### src/rtl/out_uart_pkg.sv
// out_uart_pkg: shared types and frame constants for the UART output block.
package out_uart_pkg;
    typedef enum logic [1:0] {IDLE, START, DATA, STOP} tx_state_t;
    localparam int DATA_BITS = 8;
    localparam int STOP_BITS = 1;
    typedef logic [DATA_BITS-1:0] byte_t;
endpackage

### src/rtl/out_fifo.sv
// out_fifo: first-word-fall-through byte buffer with occupancy count.
module out_fifo
    import out_uart_pkg::*;
#(
    parameter int DEPTH = 8
) (
    input  logic                       clk,
    input  logic                       rst,
    input  logic                       push,
    input  logic                       pop,
    input  byte_t                      din,
    output byte_t                      head,
    output logic                       full,
    output logic                       empty,
    output logic [$clog2(DEPTH+1)-1:0] count
);
    localparam int AW = $clog2(DEPTH);
    localparam int CW = $clog2(DEPTH + 1);
    byte_t mem [DEPTH];
    logic [AW-1:0] wr_ptr, rd_ptr;
    logic do_push, do_pop;
    assign full    = count == CW'(DEPTH);
    assign empty   = count == '0;
    assign head    = mem[rd_ptr];
    assign do_pop  = pop && !empty;
    // A pop on the same edge frees the slot, so a full buffer can still accept.
    assign do_push = push && (!full || do_pop);
    always_ff @(posedge clk) begin
        if (rst) begin
            wr_ptr <= '0;
            rd_ptr <= '0;
            count  <= '0;
        end else begin
            if (do_push) begin
                mem[wr_ptr] <= din;
                wr_ptr      <= wr_ptr + AW'(1);
            end
            if (do_pop) rd_ptr <= rd_ptr + AW'(1);
            count <= count + CW'(do_push) - CW'(do_pop);
        end
    end
endmodule

### src/rtl/out_uart.sv
// out_uart: buffered 8N1 UART transmitter fed by CPU write strobes.
module out_uart
    import out_uart_pkg::*;
#(
    parameter int CLKS_PER_BIT = 16,
    parameter int FIFO_DEPTH   = 8
) (
    input  logic                            i_clk,
    input  logic                            i_reset,
    input  logic [7:0]                      i_data,
    input  logic                            i_wrOut,
    output logic                            o_tx,
    output logic                            o_full,
    output logic                            o_empty,
    output logic [$clog2(FIFO_DEPTH+1)-1:0] o_count,
    output logic                            o_busy,
    output logic                            o_overflow
);
    localparam int TW = $clog2(CLKS_PER_BIT);
    localparam int IW = $clog2(DATA_BITS);
    tx_state_t state, state_n;
    logic [TW-1:0] timer, timer_n;
    logic [IW-1:0] idx, idx_n;
    byte_t shift, shift_n, head;
    logic pop, push, bit_end, tx_n;
    assign bit_end = timer == TW'(CLKS_PER_BIT - 1);
    assign push    = i_wrOut && (!o_full || pop);
    assign o_busy  = state != IDLE || !o_empty;
    out_fifo #(.DEPTH(FIFO_DEPTH)) u_fifo (
        .clk  (i_clk),
        .rst  (i_reset),
        .push (push),
        .pop  (pop),
        .din  (i_data),
        .head (head),
        .full (o_full),
        .empty(o_empty),
        .count(o_count)
    );
    always_comb begin
        state_n = state;
        timer_n = bit_end ? '0 : timer + TW'(1);
        idx_n   = idx;
        shift_n = shift;
        pop     = 1'b0;
        case (state)
            IDLE: begin
                timer_n = '0;
                if (!o_empty) begin
                    pop     = 1'b1;
                    shift_n = head;
                    state_n = START;
                end
            end
            START: if (bit_end) begin
                idx_n   = '0;
                state_n = DATA;
            end
            DATA: if (bit_end) begin
                shift_n = shift >> 1;
                idx_n   = idx + IW'(1);
                state_n = idx == IW'(DATA_BITS - 1) ? STOP : DATA;
            end
            STOP: if (bit_end) begin
                pop     = !o_empty;
                shift_n = o_empty ? shift : head;
                state_n = o_empty ? IDLE : START;
            end
        endcase
        // Line value is registered from the next state so o_tx has no input path.
        tx_n = state_n == START ? 1'b0 : state_n == DATA ? shift_n[0] : 1'b1;
    end
    always_ff @(posedge i_clk) begin
        if (i_reset) begin
            state      <= IDLE;
            timer      <= '0;
            idx        <= '0;
            shift      <= '0;
            o_tx       <= 1'b1;
            o_overflow <= 1'b0;
        end else begin
            state      <= state_n;
            timer      <= timer_n;
            idx        <= idx_n;
            shift      <= shift_n;
            o_tx       <= tx_n;
            o_overflow <= o_overflow || (i_wrOut && !push);
        end
    end
endmodule

### config.mk
export PLATFORM = sky130hd
export DESIGN_NAME = out_uart
export DESIGN_NICKNAME = d
export VERILOG_FILES = /design/src/rtl/out_uart_pkg.sv /design/src/rtl/out_fifo.sv /design/src/rtl/out_uart.sv
export SDC_FILE = /design/constraint.sdc
export NUM_CORES = 1
export LEC_CHECK = 0
export ABC_AREA = 1
export CAP_MARGIN = 20
export CORE_ASPECT_RATIO = 1.1
export CORE_MARGIN = 8
export CORE_UTILIZATION = 53
export DETAILED_ROUTE_END_ITERATION = 10
export GPL_TIMING_DRIVEN = 0
export PLACE_DENSITY = 0.71
export SYNTH_ARGS = -nofsm -noshare
export SYNTH_HDL_FRONTEND = slang
export SYNTH_SLANG_ARGS = --single-unit
export TNS_END_PERCENT = 30
### constraint.sdc
create_clock -name i_clk -period 2.6 [get_ports i_clk]
set_input_delay 0.52 -clock i_clk [delete_from_list [all_inputs] [get_ports i_clk]]
set_output_delay 0.52 -clock i_clk [all_outputs]
set_load 0.01 [all_outputs]
==> impl_metrics.toml <==
[yosys]
synthesis.nets = 462
synth_xor_area_share_pct = 0.8154
synth.top_cell.area_share_pct = 44.73
postSynthAreaPerCell_um2 = 9.877
ys_warn_count = 0
synth-compound-area-share_pct = 7.892
netlist_instances = 435
synth_cell_types = 35
synthAdderAreaFrac_pct = 4.834
synth_mux_area_share_pct = 0
synth_top_family_by_area = "simple AND/OR/NAND/NOR gates"
ys_seq_elements = 96
synth.area.top_cells = "edfxtp_1 45%, dfxtp_1 15%, nand2_1 6.4%, nor2_1 6.1%, nand3_1 4.8%"
yosys.area_share.simple_pct = 21.96
yosysSeqAreaShare_pct = 59.64
synth_largest_area_cell = "edfxtp_1"
netlist_area_um2 = 4297

[sta]
fmax_mhz = 399.4
slew_violations = 0
setup_viol = 0
fin_ws_ns = 0.09602
hold_viol_final = 0
worstMarginPinSlew_ns = 0.8007
fin_crit_sh_pct = 96.31
hold_slack_ns = 0.4544
min_period_ns = 2.504
tns_ns = 0
skew_ns = 0.009380
relSlewSlack_pct = 46.42
rsz0062_at_grt = "true"

[cts]
cts_buffer_depth = 2
numCtsBuffers = 9
root_buffer = "clkbuf_8"
cts.sinks = 96
htree_levels = 3
clk_latency_ns = 0.36
cts_tree = "built"
cts_hold_buf = 0
path_clk_slew_ns = 0.09

[floorplanning]
fp-row-count = 34
die_w_um = 101.8
ios = 20
initial_core_util_pct = 54.30
core_um2 = 7913
die_h_um = 110.4
die_area_um2 = 11250

[setup_path]
r2r_slack_ns = 0.1
cp_data_arrival_time_ns = 2.49
required_ns = 2.59
timing.rr.end = "u_fifo.mem[3][7]"
cp-start-kind = "flip-flop"
crit_chain = "inv_1 > ha_1 > inv_1 > nand2_1 > nand2_4 > nor2_8 > nand2_4 > nand2_4 > nand3_2 > nor2_1"
critPathSlowestCell = "nor2_1"
end_kind = "flip-flop"
rr_worst_depth = 10
critical-path-max-stage-delay_ns = 0.64
timing.rr.start = "state[0]"
crit_end = "u_fifo.mem[3][7]"
critPathLaunch = "state[0]"
crit_type = "flip-flop to flip-flop"
crit_top_cell = "nand2_4"
cp_max_fo = 8

[placement]
dp_cells = 561
dpl_cell_area_um2 = 4612
portBuffers = 18
post-dp-hpwl_mm = 6.038
pre_cts_ws_ns = -0.03188
gp_congestion = 0.8553

[drt]
vias = 3009
drtIter0Drc = 192
dr.pass1.iters = 4
drc_errors = 0
via_per_inst = 5.215
wire_per_inst_um = 15.26
routed_wl_mm = 8.807
postRouteAntennaNets = 0

[run]
cap_violations = 0

[global_routing]
grt_use_total_pct = 16.49
grt_overflow = 0
grt_max_degree = 16
antenna_found_initial = 0
grt_first_pass_wirelength_mm = 14.32
grt_pass1_vias = 2883

[min_path]
hp-class = "flip-flop to flip-flop"
worstHoldPathCells = 1

[pwr]
p_per_area_nw_per_um2 = 903.4
leakage_nw = 1.826
ir_drop_v = 0.0004387
power_mw = 4.335

[layout]
antennaDiodeCount = 0
layout_common_cells = "72 x nand2_1, 69 x nor2_1, 64 x edfxtp_1"
design_area_um2 = 4798
area_growth_pct = 11.68
nNetsFinal = 491
fin_util_pct = 60.64
final_cells = 577
layout-drive-gt1-share_pct = 10.66
mostFrequentLayoutCell = "nand2_1"

[status]
status = "complete, no violations"
==> critical path, delay by kind of cell (launching register included) <==
| family | cells | cell delay [ns] |
|---|---|---|
| simple gates | 7 | 1.36 |
| fa+ha+maj | 1 | 0.20 |
| buf+inv | 2 | 0.21 |
| flops | 1 | 0.36 |
==> synthesized netlist by cell type <==
cell type  count
buf_4          2
nor2_2         4
or2_2          1
nand2_1       73
a21boi_0       5
inv_2          3
nor3_1         2
clkbuf_1       5
o21ai_0       31
nor3_2         2
a21oi_2        1
xor2_1         3
a31oi_1        1
edfxtp_1      64
dfxtp_1       32
nor3b_1        2
ha_1          15
buf_2          6
a21o_1         1
and3_1         1
nand3_2        3
fa_1           1
nand2_4        5
a21oi_1       20
inv_6          1
o211ai_1       2
clkinv_1       1
nand3_1       41
nor2_1        70
nand2_2        2
o21ai_2        1
nor2_8         1
inv_1         31
xnor2_1        1
clkbuf_2       1
==> layout make-up <==
cell class / instances / area, µm²
Fill cell: 697 / 3114
Sequential cell: 96 / 2567
Multi-Input combinational cell: 289 / 1541
Timing Repair Buffer: 18 / 180.2
Inverter: 36 / 140.1
Tap cell: 108 / 135.1
Clock buffer: 11 / 131.4
Buffer: 14 / 68.82
Clock inverter: 5 / 33.78
==> worst min path at each step <==
stage	from	endpoint	slack (ns)
finish	timer[0]	timer[0]	0.45
floorplan	timer[0]	timer[0]	0.42
global placement	timer[0]	timer[0]	0.43
detailed placement	timer[0]	timer[0]	0.45
CTS	timer[0]	timer[0]	0.46
global route	shift[2]	shift[2]	0.50
==> logic make-up (layout without fill, tap and decap cells) <==
family,count (synthesis),in the layout
flops,96,96
simple gates,207,207
buf+inv,50,84
fa+ha+maj,16,16
compound gates,62,62
xor+xnor,4,4
==> power by group <==
group | switching, mW | total (mW) | internal, mW | leakage, nW
logic | 1.03 | 1.62 | 0.587 | 0.903
clock network | 0.510 | 0.857 | 0.348 | 0.0826
registers | 0.0832 | 1.86 | 1.78 | 0.840
==> state kept, by name (all words and copies together), names as in the netlist, named ones only <==
register       flops
u_fifo.rd_ptr      3
u_fifo.wr_ptr      3
u_fifo.mem        64
state              2
timer              4
shift              8
idx                3
o_tx               1
u_fifo.count       4
o_overflow         1
==> metal layers <==
metal  up-vias  wire (µm)  track usage [%]
met4         0        231            8.431
met3        17        321            2.136
met1      1409       4190            22.75
met5         -          0                0
met2        63       4064            24.63
li1       1520          -                -
==> what timing repair did <==
action,in CTS,in global routing
setup endpoints to repair,17,59
setup buffers,0,0
resized for setup,3,4
Power figures use the tool's default switching activity.
